**src/rtl/aes_round_sequencer.sv**
```systemverilog
// Round scheduler for the iterative AES datapath: accepts key/data requests,
// steps the round index and key expander, and hands the result to TX.
module aes_round_sequencer #(
   parameter int NUM_ROUNDS = 10,
   parameter int ROUND_W    = 4
) (
   input  logic               clk,
   input  logic               n_rst,
   input  logic               start,
   input  logic               data_type,
   input  logic               key_ready,
   input  logic               out_ready,
   output logic               ready,
   output logic               load_key,
   output logic               load_data,
   output logic               round_en,
   output logic               mix_bypass,
   output logic [ROUND_W-1:0] cur_round,
   output logic               out_valid,
   output logic               done_chg_key,
   output logic               err
);

   typedef enum logic [2:0] {
      S_IDLE,
      S_KEYLD,
      S_KEYWAIT,
      S_LOAD,
      S_ROUND,
      S_OUT
   } state_t;

   localparam logic [ROUND_W-1:0] LAST_ROUND  = ROUND_W'(NUM_ROUNDS);
   localparam logic [ROUND_W-1:0] FIRST_ROUND = ROUND_W'(1);

   state_t               state_q, state_d;
   logic                 key_loaded_q, key_loaded_d;
   logic [ROUND_W-1:0]   cur_round_q, cur_round_d;
   logic                 ready_q, ready_d;
   logic                 load_key_q, load_key_d;
   logic                 load_data_q, load_data_d;
   logic                 mix_bypass_q, mix_bypass_d;
   logic                 out_valid_q, out_valid_d;
   logic                 done_chg_key_q, done_chg_key_d;
   logic                 err_q, err_d;

   // Next-state, round counter and the two event pulses.
   always_comb begin
      state_d        = state_q;
      key_loaded_d   = key_loaded_q;
      cur_round_d    = cur_round_q;
      err_d          = 1'b0;
      done_chg_key_d = 1'b0;
      case (state_q)
         S_IDLE: begin
            cur_round_d = '0;
            if (start) begin
               if (data_type) begin
                  state_d = S_KEYLD;
               end else if (key_loaded_q) begin
                  state_d = S_LOAD;
               end else begin
                  err_d = 1'b1;
               end
            end
         end
         S_KEYLD: begin
            cur_round_d = '0;
            state_d     = S_KEYWAIT;
         end
         S_KEYWAIT: begin
            if (key_ready) begin
               state_d        = S_IDLE;
               key_loaded_d   = 1'b1;
               done_chg_key_d = 1'b1;
            end
         end
         S_LOAD: begin
            cur_round_d = '0;
            if (key_ready) begin
               state_d     = S_ROUND;
               cur_round_d = FIRST_ROUND;
            end
         end
         S_ROUND: begin
            // The final round leaves the index parked at NUM_ROUNDS for OUT.
            if (key_ready) begin
               if (cur_round_q == LAST_ROUND) begin
                  state_d = S_OUT;
               end else begin
                  cur_round_d = cur_round_q + FIRST_ROUND;
               end
            end
         end
         S_OUT: begin
            if (out_ready) begin
               state_d     = S_IDLE;
               cur_round_d = '0;
            end
         end
         default: begin
            state_d     = S_IDLE;
            cur_round_d = '0;
         end
      endcase
   end

   // Moore outputs are decoded from the next state so they register in step.
   always_comb begin
      ready_d      = (state_d == S_IDLE);
      load_key_d   = (state_d == S_KEYLD);
      load_data_d  = (state_d == S_LOAD);
      out_valid_d  = (state_d == S_OUT);
      mix_bypass_d = (state_d == S_ROUND) && (cur_round_d == LAST_ROUND);
   end

   always_ff @(posedge clk) begin
      if (!n_rst) begin
         state_q        <= S_IDLE;
         key_loaded_q   <= 1'b0;
         cur_round_q    <= '0;
         ready_q        <= 1'b1;
         load_key_q     <= 1'b0;
         load_data_q    <= 1'b0;
         mix_bypass_q   <= 1'b0;
         out_valid_q    <= 1'b0;
         done_chg_key_q <= 1'b0;
         err_q          <= 1'b0;
      end else begin
         state_q        <= state_d;
         key_loaded_q   <= key_loaded_d;
         cur_round_q    <= cur_round_d;
         ready_q        <= ready_d;
         load_key_q     <= load_key_d;
         load_data_q    <= load_data_d;
         mix_bypass_q   <= mix_bypass_d;
         out_valid_q    <= out_valid_d;
         done_chg_key_q <= done_chg_key_d;
         err_q          <= err_d;
      end
   end

   // round_en follows key_ready directly so a late round key stalls the same cycle.
   assign round_en     = (state_q == S_ROUND) && key_ready;
   assign ready        = ready_q;
   assign load_key     = load_key_q;
   assign load_data    = load_data_q;
   assign mix_bypass   = mix_bypass_q;
   assign cur_round    = cur_round_q;
   assign out_valid    = out_valid_q;
   assign done_chg_key = done_chg_key_q;
   assign err          = err_q;

endmodule

```
**config.mk**
```make
export PLATFORM = sky130hd
export DESIGN_NAME = aes_round_sequencer
export DESIGN_NICKNAME = d
export VERILOG_FILES = /design/src/rtl/aes_round_sequencer.sv
export SDC_FILE = /design/constraint.sdc
export NUM_CORES = 1
export LEC_CHECK = 0
export ABC_AREA = 1
export CELL_PAD_IN_SITES_DETAIL_PLACEMENT = 1
export CELL_PAD_IN_SITES_GLOBAL_PLACEMENT = 1
export CORE_AREA = 2 2 50 52
export CTS_CLUSTER_SIZE = 24
export DETAILED_ROUTE_END_ITERATION = 16
export DIE_AREA = 0 0 52 54
export PLACE_DENSITY_LB_ADDON = 0.1
export RECOVER_POWER = 25
export SYNTH_ARGS = -nofsm -noshare
export SYNTH_HDL_FRONTEND = slang
export SYNTH_SLANG_ARGS = --single-unit
```
**constraint.sdc**
```tcl
create_clock -name clk -period 2.25 [get_ports clk]
set_input_delay 0.225 -clock clk [delete_from_list [all_inputs] [get_ports clk]]
set_output_delay 0.225 -clock clk [all_outputs]
set_load 0.05 [all_outputs]
```
Word level (Yosys, flattened, before mapping)

Cells that the tools add are included.

Logic and storage cells: 48
Input port bits: 6
Bits in registers: 15

Mux-type cells: 16
Add/subtract/negate cells: 1
Bitwise operators: 3
Eq/ne operators: 11
Reduce and logical (&&, ||, !) cells: 7

Operators by type and width:

| kind                  | number |
|---|---|
| $mux W3               | 8 |
| $pmux W3 S6           | 1 |
| $pmux W4 S4           | 1 |
| $eq A3 B3 Y1 const B  | 4 |
| $mux W4               | 3 |
| $eq A3 B2 Y1 const B  | 3 |
| $eq A4 B4 Y1 const B  | 2 |
| $eq A3 B1 Y1 const B  | 2 |
| $logic_not A3 Y1      | 2 |
| $add A4 B1 Y4 const B | 1 |
| $reduce_and A2 Y1     | 2 |
| $reduce_or A4 Y1      | 1 |
| $mux W1               | 3 |
| $not A1 Y1            | 3 |
| $logic_and A1 B1 Y1   | 2 |

Longest topological paths before layout

Gate-level depths: netlist of the first run.

Depth after elaboration: 6
Mapped depth: 11
Mapped depth without buffers: 11

Worst setup path before layout of the first run

No wires, ideal clock.

Path type: reg-to-reg
From: register state_q[1]
To: register mix_bypass_q (netlist: mix_bypass)
Arrival: 1664 ps
Slack: 474 ps
Cell stages (with the launch flop): 9
Data required time: 2139 ps
Buffers on the path: 0
Cells stage by stage: dfxtp_1 > nor2_2 > nand2_2 > nor2_1 > nand2_1 > nand2_1 > a21oi_2 > nand3_1 > nor2_1

Cells in the longest elaborated chain, start to end: 6
Elaborated cells on any way between the ends: 19
Classes of those cells: eq/ne (7); mux (10); reduce/logical (2)

Ends and longest elaborated chain:

| element                | RTL line | text |
|---|---|---|
| start, declared        | 36       | `state_t state_q, state_d;` |
| start signal, assigned | 130      | `state_q <= state_d;` |
| $mux W3                | 60       | `end else if (key_loaded_q) begin` |
| $mux W3                | 58       | `if (data_type) begin` |
| $mux W3                | 57       | `if (start) begin` |
| $pmux W3 S6            | 54       | `case (state_q)` |
| $eq A3 B3 Y1           | 114      | `mix_bypass_d = (state_d == S_ROUND) && (cur_round_d == LAST_ROUND);` |
| $logic_and A1 B1 Y1 *  | 114      |  |
| end signal, assigned   | 136      | `mix_bypass_q <= mix_bypass_d;` |
| end, declared          | 42       | `logic mix_bypass_q, mix_bypass_d;` |

Every way passes the cells marked *; elsewhere a longest branch is shown, timed or not.
A chain may end at the register's enable or synchronous reset.

Worst setup path in the final report of the first run

From: register cur_round_q[2] (netlist: cur_round[2])
To: output cur_round[2]

RTL lines:

| element                | RTL line | text |
|---|---|---|
| start, declared        | 38       | `logic [ROUND_W-1:0] cur_round_q, cur_round_d;` |
| start signal, assigned | 132      | `cur_round_q <= cur_round_d;` |
| end, declared          | 18       | `output logic [ROUND_W-1:0] cur_round,` |

No word-level cell between the ends.

==> flow_summary_export.csv, run 1 <==
group,metric,value,unit
status,status,"finished clean",
clock_tree,cts_hold_buf,0,
worst_setup_path,cpMaxStageDelayCell,"clkdlybuf4s50_1",
worst_setup_path,cp_data_required_time,2030,ps
worst_setup_path,cp-start-kind,"register",
clock_tree,cts.sinks,15,
worst_setup_path,end_kind,"output port",
cells_and_area,nets,143,
worst_setup_path,reg2reg_to,"mix_bypass$_SDFF_PN0_",
die,die_w,52,µm
routing,drc_errors,0,
clock_tree,cts_tree,"done",
routing,first_pass_iters,4,
place,dp_hpwl,1730,µm
routing,wl_per_cell,12.4,µm
die,io-pin-count,18,
cells_and_area,seq_area,300,µm²
worst_setup_path,cp_num_buf_inv,1,
worst_setup_path,path_depth,1,
place,place.gp.congestion,0.820,
die,rows,18,
routing,wl,2040,µm
logic_synthesis,avgSynthCellArea,6.71,µm²
worst_setup_path,startpoint,"cur_round[2]$_SDFF_PN0_",
timing,fmax,0.555,GHz
logic_synthesis,synth_warnings,0,
clock_tree,root_buffer,"clkbuf_4",
power_and_ir_drop,ir_drop,415,µV
clock_tree,cts_resized,0,
die,coreArea,2320,µm²
logic_synthesis,synthSimpleGateAreaFrac,43.3,%
logic_synthesis,synth_top_family_by_area,"simple AND/OR/NAND/NOR gates",
worst_setup_path,critPathCapture,"cur_round[2]",
global_route,use_met2,26.6,%
worst_setup_path,cp_cell_sequence,"clkdlybuf4s50_1",
timing,final-max-slew-violation-count,0,
logic_synthesis,synth_edf_count,0,
logic_synthesis,synth_compound_area_share,6.65,%
clock_tree,clock_path_buffers,2,
cells_and_area,mostFrequentLayoutCells,"nand2_1 (28), nor2_1 (17), nand3_1 (15), dfxtp_1 (15), clkdlybuf4s50_1 (15)",
logic_synthesis,synth-seq-cells,15,
timing,fin_tns_setup,0,ps
power_and_ir_drop,p_leak,0.452,nW
logic_synthesis,ys_seq_area_share,38.9,%
logic_synthesis,synthFlopType,"dfxtp_1",
timing,tightest_slew,567,ps
logic_synthesis,syn_nets,123,
cells_and_area,multi_input_area,402,µm²
timing,rsz0062_at_grt,"no",
timing,slew_headroom,61.9,%
timing,min_period,1800,ps
die,fp.dieH,54,µm
timing,hold_slack,486,ps
logic_synthesis,synthAdderAreaFrac,3.24,%
routing,viasPerCell,4.83,
clock_tree,htreeDepth,1,
worst_setup_path,r2r-start,"state_q[2]$_SDFF_PN0_",
worst_setup_path,critical_path.max_fanout,7,
clock_tree,cts_made_buffers,3,
worst_setup_path,reg2reg_depth,6,
worst_setup_path,arrival,1580,ps
power_and_ir_drop,p_per_area,541,nW/µm²
global_route,grt_overflow,0,
clock_tree,clk_pin_slew,90,ps
min_path,hold_path_class,"register to register",
die,start_util,33.3,%
global_route,grt_use_total,16.6,%
timing,setup_viol,0,
min_path,whs_path_depth,1,
logic_synthesis,synthXorXnorAreaFrac,0,%
routing,detail-route-antenna-nets,0,
routing,vias,792,
place,port_buffers,17,
cells_and_area,antenna_cells,0,
timing,finalHoldViolations,0,
cells_and_area,syn_to_final_growth,29.5,%
logic_synthesis,synth.area.mux_share,0,%
cells_and_area,final_common_cell,"nand2_1",
global_route,use_met3,2.22,%
global_route,antenna_found_initial,0,
logic_synthesis,syn_area,772,µm²
flow_run,drv_cap,0,
clock_tree,cts_setup_buffers,0,
logic_synthesis,synth_cell_types,19,
worst_setup_path,critPathKind,"register to output port",
clock_tree,insertion_delay,280,ps
worst_setup_path,critical_path.top_delay_family,"buffers and inverters",
logic_synthesis,synthArstFlopShare,0,%
global_route,grt.busiest_layer,"met2",
cells_and_area,drive_gt1_share,11.2,%
timing,min_period_over_period,80.0,%
global_route,grt_pass1_wl,3460,µm
timing,skew,6.16,ps
die,die_area,2810,µm²
global_route,use_met1,23.0,%
global_route,grt_max_degree,12,
routing,drt_iter0_drc,14,
worst_setup_path,crit_path_max_incr_delay,850,ps
logic_synthesis,synthCells,115,
global_route,grt_pass1_vias,766,
cells_and_area,fillCellCount,313,
worst_setup_path,r2r_setup_slack,700,ps
## cells in the mapped netlist, types with 2 or more instances
cell      n  area share, %
nand2_1  28             14
nor2_1   17            8.3
dfxtp_1  15             39
nand3_1  15            9.7
inv_1    10            4.9
nor2_2    5            4.1
a21oi_1   4            2.6
inv_2     4            1.9
nor3_2    3            3.9
o21ai_0   3            1.9
ha_1      2            3.2
nor3_1    2            1.3
## metrics by stage
| step | std cells | area, µm² | util (%) | power [mW] | worst slack, ps |
|---|---|---|---|---|---|
| after floorplan | 115 | 772 | - | 0.363 | 474 |
| after global placement | 160 | 981 | 42.3 | 0.396 | 630 |
| after detailed placement | 160 | 981 | 42.3 | 0.399 | 550 |
| after CTS | 164 | 1010 | 43.5 | 0.552 | 434 |
| after global routing | 164 | 1000 | 43.1 | 0.573 | 383 |
| final | 164 | 1000 | 43.1 | 0.541 | 450 |
## worst min path at each step
stage                                    startpoint                to
after CTS                 key_loaded_q$_SDFFE_PN0P_    err$_SDFF_PP0_
after global placement    key_loaded_q$_SDFFE_PN0P_    err$_SDFF_PP0_
after detailed placement  key_loaded_q$_SDFFE_PN0P_    err$_SDFF_PP0_
final                     key_loaded_q$_SDFFE_PN0P_    err$_SDFF_PP0_
after global routing      key_loaded_q$_SDFFE_PN0P_    err$_SDFF_PP0_
after floorplan                               n_rst  ready$_SDFF_PN1_
## layer usage
layer  up-vias  wire (µm)
met5         -          0
met4         0         16
met3         4         49
met2         7        925
met1       376       1050
li1        405          -
## power breakdown
group          internal (mW)  total (mW)  switching (mW)
logic                 0.0354       0.104          0.0687
clock network         0.0659       0.152          0.0857
registers              0.276       0.285         0.00873
total                  0.378       0.541           0.163
## cell families (layout without fill, tap and decap cells)
family	after synthesis	in the layout
AO/OA/AOI/OAI	9	9
adder cells (fa/ha/maj)	2	2
buffers and inverters	16	35
flip-flops	15	15
AND/OR/NAND/NOR	73	73
## registers in the layout, indices dropped and copies added (netlist names)
name,flops
cur_round,4
state_q,3
done_chg_key,1
err,1
key_loaded_q,1
load_data,1
load_key,1
mix_bypass,1
out_valid,1
ready,1
## cell type report
class / count / share of cell area [%]
inverter: 14 / 5.26
sequential: 15 / 30.0
clock buffer: 3 / 2.25
tap: 30 / 3.75
multi-input combinational: 84 / 40.2
timing repair buffer: 17 / 18.0
clock inverter: 1 / 0.501
Note: power is estimated with default switching activity, not from simulation.
==> inputs of run 2 (changes only) <==
Settings changed: CORE_AREA 2 2 50 52 to 2 2 52 54, DIE_AREA 0 0 52 54 to 0 0 54 56.
Clock period 2.25 ns to 1.9 ns, I/O delays scaled along.
==> flow_summary_export.csv, run 2 (synthesized netlist as in run 1, its figures left out) <==
group,metric,value,unit
status,status,"finished clean",
worst_setup_path,critical_path.top_delay_family,"buffers and inverters",
worst_setup_path,crit_path_max_incr_delay,850,ps
clock_tree,htreeDepth,1,
routing,wl_per_cell,12.3,µm
timing,skew,4.77,ps
cells_and_area,mostFrequentLayoutCells,"nand2_1 (28), nor2_1 (17), nand3_1 (15), dfxtp_1 (15), clkdlybuf4s50_1 (15)",
global_route,grt_pass1_vias,779,
timing,setup_viol,0,
timing,fin_tns_setup,0,ps
global_route,antenna_found_initial,0,
cells_and_area,final_common_cell,"nand2_1",
routing,first_pass_iters,4,
worst_setup_path,cp-start-kind,"register",
timing,final-max-slew-violation-count,0,
timing,tightest_slew,532,ps
routing,vias,790,
worst_setup_path,arrival,1620,ps
cells_and_area,largest_register_ffs,4,
routing,drc_errors,0,
worst_setup_path,cp_cell_sequence,"clkdlybuf4s50_1",
die,io-pin-count,18,
clock_tree,root_buffer,"clkbuf_4",
timing,rsz0062_at_grt,"no",
global_route,grt_pass1_wl,3370,µm
worst_setup_path,cp_num_buf_inv,1,
clock_tree,clk_pin_slew,90,ps
timing,hold_slack,465,ps
die,rows,18,
place,dp.cells,160,
cells_and_area,antenna_cells,0,
power_and_ir_drop,total_power,0.644,mW
clock_tree,cts.sinks,15,
timing,slew_headroom,64.2,%
timing,fin_ws,92.3,ps
power_and_ir_drop,switching_power,0.196,mW
clock_tree,cts_tree,"done",
min_path,hold_path_class,"register to register",
clock_tree,insertion_delay,290,ps
timing,min_period_over_period,95.1,%
routing,drt_iter0_drc,9,
cells_and_area,nets,143,
routing,wl,2030,µm
clock_tree,clock_path_buffers,2,
routing,highest-signal-layer,"met4",
power_and_ir_drop,swShare,30.4,%
global_route,grt_overflow,0,
place,place.gp.congestion,0.816,
routing,wl_met1,1050,µm
global_route,grt_use_total,15.1,%
power_and_ir_drop,combPwrFrac,19.2,%
worst_setup_path,critical_path.max_fanout,6,
power_and_ir_drop,intPower,0.448,mW
die,start_util,31.7,%
worst_setup_path,critPathKind,"register to output port",
routing,detail-route-antenna-nets,0,
place,dp_slack,229,ps
global_route,grt_max_degree,12,
die,fp.dieH,56,µm
cells_and_area,fillCellCount,322,
flow_run,drv_cap,0,
power_and_ir_drop,ir_drop,590,µV
timing,fmax,0.553,GHz
die,die_w,54,µm
clock_tree,cts_made_buffers,3,
power_and_ir_drop,p_leak,0.453,nW
worst_setup_path,cpMaxStageDelayCell,"clkdlybuf4s50_1",
power_and_ir_drop,p_per_area,641,nW/µm²
clock_tree,cts_resized,0,
clock_tree,cts_setup_buffers,0,
timing,finalHoldViolations,0,
worst_setup_path,end_kind,"output port",
worst_setup_path,cp_data_required_time,1710,ps
routing,viasPerCell,4.82,
routing,wl_met2,864,µm
place,dp_hpwl,1660,µm
power_and_ir_drop,p_seq_share,52.5,%
cells_and_area,fin_cells,164,
routing,wl_met3,66,µm
place,port_buffers,17,
timing,min_period,1810,ps
cells_and_area,drive_gt1_share,11.9,%
clock_tree,cts_hold_buf,0,
power_and_ir_drop,p_clk_share,28.3,%
die,coreArea,2430,µm²
cells_and_area,syn_to_final_growth,30.0,%
die,die_area,3020,µm²
-- run 2: cell type report --
cell class / instances / area (µm²) / area share, %
clock buffer: 3 / 22.5 / 2.24
tap: 30 / 37.5 / 3.74
inverter: 14 / 52.6 / 5.24
timing repair buffer: 17 / 180 / 18.0
sequential: 15 / 300 / 29.9
clock inverter: 1 / 5.00 / 0.499
multi-input combinational: 84 / 405 / 40.4
-- run 2: path summary, 6_finish.rpt --
path | startpoint | to | slack, ps | cells after the start
worst min register to register | key_loaded_q$_SDFFE_PN0P_ | err$_SDFF_PP0_ | 470 | 1
worst min-delay path | key_loaded_q$_SDFFE_PN0P_ | err$_SDFF_PP0_ | 470 | 1
worst max register to register | cur_round[0]$_SDFF_PN0_ | mix_bypass$_SDFF_PN0_ | 340 | 9
worst max-delay path | cur_round[0]$_SDFF_PN0_ | cur_round[0] | 90 | 1
-- run 2: layer usage --
| layer | GRT usage (%) | up-vias |
|---|---|---|
| met5 | 0 | - |
| met4 | 7.50 | 0 |
| met3 | 2.69 | 5 |
| met2 | 21.6 | 11 |
| met1 | 21.3 | 369 |
| li1 | - | 405 |
-- run 2: metrics by stage --
step                      instance area (µm²)  utilization, %
after floorplan                           772               -
after global placement                    981            40.3
after detailed placement                  981            40.3
after CTS                                1010            41.5
after global routing                     1000            41.3
final                                    1000            41.3
-- run 2: power by group through the flow --
stage / Clock [mW] / Combinational (mW) / Sequential (mW)
after floorplan: 0 / 0.0592 / 0.370
after global placement: 0 / 0.126 / 0.345
after detailed placement: 0 / 0.127 / 0.346
after CTS: 0.192 / 0.128 / 0.338
after global routing: 0.199 / 0.136 / 0.339
final: 0.182 / 0.123 / 0.338
==> inputs of run 3 (changes only) <==
Settings changed: CORE_AREA 2 2 52 54 to 4 4 54 56, DIE_AREA 0 0 54 56 to 0 0 58 60.
==> flow_summary_export.csv, run 3 (synthesized netlist as in run 1, its figures left out) <==
group,metric,value,unit
routing,wl_per_cell,12.7,µm
routing,first_pass_iters,3,
timing,min_period_over_period,93.8,%
routing,vias,784,
cells_and_area,fin_cells,164,
worst_setup_path,critical_path.top_delay_family,"buffers and inverters",
global_route,grt_use_total,13.5,%
cells_and_area,mostFrequentLayoutCells,"nand2_1 (28), nor2_1 (17), nand3_1 (15), dfxtp_1 (15), clkdlybuf4s50_1 (15)",
cells_and_area,fillCellCount,328,
clock_tree,cts.sinks,15,
clock_tree,clock_path_buffers,2,
cells_and_area,nets,143,
routing,wl,2080,µm
worst_setup_path,cp_num_buf_inv,1,
global_route,antenna_found_initial,0,
cells_and_area,largest_register_ffs,4,
die,rows,18,
timing,tightest_slew,505,ps
power_and_ir_drop,ir_drop,601,µV
worst_setup_path,cp-start-kind,"register",
worst_setup_path,critPathKind,"register to output port",
die,die_area,3480,µm²
timing,rsz0062_at_grt,"no",
place,port_buffers,17,
routing,viasPerCell,4.78,
clock_tree,insertion_delay,280,ps
global_route,grt_pass1_vias,798,
clock_tree,cts_tree,"done",
status,status,"finished clean",
clock_tree,cts_hold_buf,0,
power_and_ir_drop,p_per_area,635,nW/µm²
clock_tree,htreeDepth,1,
global_route,grt_pass1_wl,3590,µm
place,place.gp.congestion,0.722,
timing,min_period,1780,ps
power_and_ir_drop,p_leak,0.453,nW
worst_setup_path,critical_path.max_fanout,7,
global_route,grt_overflow,0,
die,start_util,31.7,%
routing,drt_iter0_drc,20,
timing,slew_headroom,66.1,%
worst_setup_path,end_kind,"output port",
min_path,hold_path_class,"register to register",
clock_tree,clk_pin_slew,90,ps
flow_run,drv_cap,0,
place,dp.cells,160,
timing,final-max-slew-violation-count,0,
die,coreArea,2430,µm²
clock_tree,cts_setup_buffers,0,
cells_and_area,multi_input_area,405,µm²
timing,fmax,0.561,GHz
worst_setup_path,arrival,1590,ps
die,fp.dieH,60,µm
timing,setup_viol,0,
worst_setup_path,crit_path_max_incr_delay,850,ps
worst_setup_path,r2r_setup_slack,350,ps
worst_setup_path,cp_data_required_time,1710,ps
cells_and_area,antenna_cells,0,
cells_and_area,seq_area,300,µm²
timing,fin_tns_setup,0,ps
clock_tree,root_buffer,"clkbuf_4",
worst_setup_path,cp_cell_sequence,"clkdlybuf4s50_1",
worst_setup_path,cpMaxStageDelayCell,"clkdlybuf4s50_1",
clock_tree,cts_resized,0,
timing,finalHoldViolations,0,
timing,hold_slack,459,ps
die,die_w,58,µm
timing,skew,3.54,ps
routing,drc_errors,0,
cells_and_area,syn_to_final_growth,30.0,%
routing,detail-route-antenna-nets,0,
place,dp_hpwl,1670,µm
global_route,grt_max_degree,12,
die,io-pin-count,18,
clock_tree,cts_made_buffers,3,
cells_and_area,final_common_cell,"nand2_1",
cells_and_area,drive_gt1_share,11.9,%
==> run 3: cell counts in the layout (fill, tap and decap cells not counted) <==
No cell type changed its count.
==> run 3: area by class of cell <==
type / instances / share of cell area [%]
Clock buffer: 3 / 2.24
Sequential cell: 15 / 29.9
Tap cell: 30 / 3.74
Clock inverter: 1 / 0.499
Inverter: 14 / 5.24
Multi-Input combinational cell: 84 / 40.4
Timing Repair Buffer: 17 / 18.0
==> run 3: final timing paths <==
path | from | endpoint | cells after the start
worst min-delay path | key_loaded_q$_SDFFE_PN0P_ | err$_SDFF_PP0_ | 1
worst max-delay path | cur_round[2]$_SDFF_PN0_ | cur_round[2] | 1
worst min register to register | key_loaded_q$_SDFFE_PN0P_ | err$_SDFF_PP0_ | 1
worst max register to register | cur_round[0]$_SDFF_PN0_ | mix_bypass$_SDFF_PN0_ | 11
==> run 3: metrics by stage <==
stage          cell area (µm²)  util (%)  power [mW]  setup WS, ps
6_report                  1000      41.3       0.637           119
5_1_grt                   1000      41.3       0.676          48.8
4_1_cts                   1010      41.5       0.649          89.1
3_5_place_dp               981      40.3       0.473           217
3_3_place_gp               981      40.3       0.471           245
2_1_floorplan              772         -       0.429           124
==> run 3: power by group <==
group          internal [mW]  total, mW  switching, mW
Combinational         0.0420      0.124         0.0819
Clock                 0.0781      0.176         0.0977
Sequential             0.327      0.337         0.0102
Total                  0.447      0.637          0.190
==> run 3: metal layers <==
layer	wire (µm)	up-vias	GRT usage, %
met1	1070	367	18.9
met4	20	0	4.97
li1	-	405	-
met3	80	2	2.38
met5	0	-	0
met2	912	10	20.5
==> variant: new RTL, config.mk and constraints of run 2 <==
Register the input `key_ready` before use. The logic sees it one clock later. The other inputs are not delayed to match. Comments in the files are not updated.
--- a/src/rtl/aes_round_sequencer.sv
+++ b/src/rtl/aes_round_sequencer.sv
@@ -32,6 +32,12 @@
 
    localparam logic [ROUND_W-1:0] LAST_ROUND  = ROUND_W'(NUM_ROUNDS);
    localparam logic [ROUND_W-1:0] FIRST_ROUND = ROUND_W'(1);
+
+   logic key_ready_q;
+
+   always_ff @(posedge clk) begin
+      key_ready_q <= key_ready;
+   end
 
    state_t               state_q, state_d;
    logic                 key_loaded_q, key_loaded_d;
@@ -69,7 +75,7 @@
             state_d     = S_KEYWAIT;
          end
          S_KEYWAIT: begin
-            if (key_ready) begin
+            if (key_ready_q) begin
                state_d        = S_IDLE;
                key_loaded_d   = 1'b1;
                done_chg_key_d = 1'b1;
@@ -77,14 +83,14 @@
          end
          S_LOAD: begin
             cur_round_d = '0;
-            if (key_ready) begin
+            if (key_ready_q) begin
                state_d     = S_ROUND;
                cur_round_d = FIRST_ROUND;
             end
          end
          S_ROUND: begin
             // The final round leaves the index parked at NUM_ROUNDS for OUT.
-            if (key_ready) begin
+            if (key_ready_q) begin
                if (cur_round_q == LAST_ROUND) begin
                   state_d = S_OUT;
                end else begin
@@ -141,7 +147,7 @@
    end
 
    // round_en follows key_ready directly so a late round key stalls the same cycle.
-   assign round_en     = (state_q == S_ROUND) && key_ready;
+   assign round_en     = (state_q == S_ROUND) && key_ready_q;
    assign ready        = ready_q;
    assign load_key     = load_key_q;
    assign load_data    = load_data_q;
Behaviour: not the same (a bounded check fails within 4 cycles, from zero or initial values and one cycle with n_rst low).
==> variant against run 2 <==
Largest power group unchanged; critical path depth did not move; total power rose by 4.5%; worst setup slack improved by 33 ps; core utilization rose by 0.98 points; sequential power rose by 5%; register-to-register slack improved by 80 ps; sequential cell count rose by 1; final area rose by 2.4%; cell count rose by 3.7%; synthesized cell count rose by 4.3%; routed wire length rose by 1.9%; via count fell by 2.0%; synthesized area rose by 4.9%.
==> variant: results (changes against run 2) <==
Setup path
  • Path depth of the worst reg2reg path: 7 (was 9)
  • Reg2Reg Setup Slack: 420 ps (was 340 ps)
  • R2R Path Start: cur_round[1]$_SDFF_PN0_ (was cur_round[0]$_SDFF_PN0_)

Synthesis
  • Top post-synthesis cells by area: dfxtp_1 40%, nand2_1 16%, nor2_1 9.3%, inv_1 5.6%, nand3_1 4.3% (was dfxtp_1 39%, nand2_1 14%, nand3_1 9.7%, nor2_1 8.3%, inv_1 4.9%)
  • Cells after Synth: 120 (was 115)
  • Yosys top cell area share: 0.396 (was 0.389)
  • Post-synthesis sequential area ratio: 0.396 (was 0.389)
  • Post-synth top cells: 34 x nand2_1, 20 x nor2_1, 16 x dfxtp_1 (was 28 x nand2_1, 17 x nor2_1, 15 x dfxtp_1, 15 x nand3_1, 10 x inv_1)
  • Syn Nets: 128 (was 123)

GRT
  • Largest net degree at the start of global routing: 11 (was 12)
  • First-pass GRT wire length: 3590 um (was 3370 um)
  • Vias in the first global route: 791 (was 779)

Route
  • Met2 WL: 883 um (was 864 um)
  • Met3 Routed Length: 75 um (was 66 um)
  • Routed met1 length: 1060 um (was 1050 um)
  • Via/cell ratio: 4.55 (was 4.82)

Power
  • Pleak: 0.470 nW (was 0.453 nW)
  • Max VDD drop: 389 uV (was 590 uV)

Status
  • Status: finished, final reports clean (unchanged)

Final layout
  • Layout cells sized above 1: 0.121 (was 0.119)

Worst hold path
  • Worst Hold End: key_ready_q$_DFF_P_ (was err$_SDFF_PP0_)
  • Hold Startpoint: key_ready (was key_loaded_q$_SDFFE_PN0P_)
  • Tightest Hold Check Type: primary input to register (was register to register)

Placement
  • Routability Congestion: 0.829 (was 0.816)

STA
  • Slew @ Worst Pin: 503 ps (was 532 ps)
[variant: cell types whose count changed in the layout (fill, tap and decap cells not counted), moves of 2 or more]
cell     change
nor3_2       -2
nor2_1       +4
inv_2        +2
o21ai_0      +2
nand3_2      +3
nand3_1      -8
nor2_2       -3
a21oi_1      -2
nand2_1      +8
[variant: layout make-up]
class / instances / area, um^2
clock buffers: 4 / 36.3
inverters: 17 / 63.8
repair buffers: 17 / 168
multi-input cells: 86 / 402
fillers: 329 / 1410
well taps: 30 / 37.5
flip-flops and latches: 16 / 320
[variant: stage by stage]
stage,setup slack [ps],area (um^2)
final,126,1030
after global routing,59.4,1030
after CTS,117,1050
after detailed placement,402,1010
after global placement,468,1010
after floorplan,227,810
[variant: worst max path at each step]
stage,slack (ps),cells after the start,to,startpoint
final,130,1,cur_round[1],cur_round[1]$_SDFF_PN0_
after global routing,60,1,cur_round[1],cur_round[1]$_SDFF_PN0_
after CTS,120,1,cur_round[1],cur_round[1]$_SDFF_PN0_
after detailed placement,400,9,mix_bypass$_SDFF_PN0_,cur_round[0]$_SDFF_PN0_
after global placement,470,1,cur_round[1],cur_round[1]$_SDFF_PN0_
after floorplan,230,9,mix_bypass$_SDFF_PN0_,cur_round[1]$_SDFF_PN0_
[variant: routing by layer]
| layer | vias up | track usage |
|---|---|---|
| met1 | 347 | 0.235 |
| met2 | 15 | 0.237 |
| met5 | - | 0 |
| met3 | 5 | 0.0215 |
| li1 | 407 | - |
| met4 | 0 | 0.0750 |
[variant: cells by family (layout without fill, tap and decap cells)]
| kind of cell | Yosys count | after routing | synth area share |
|---|---|---|---|
| simple gates | 75 | 75 | 0.425 |
| flops | 16 | 16 | 0.396 |
| compound gates | 9 | 9 | 0.0634 |
| fa+ha+maj | 2 | 2 | 0.0309 |
| buf+inv | 18 | 38 | 0.0850 |
[variant: power breakdown]
group          leakage (nW)  internal [mW]  switching, mW
sequential            0.130          0.345        0.00999
combinational         0.319         0.0297         0.0541
clock                0.0210          0.117          0.117
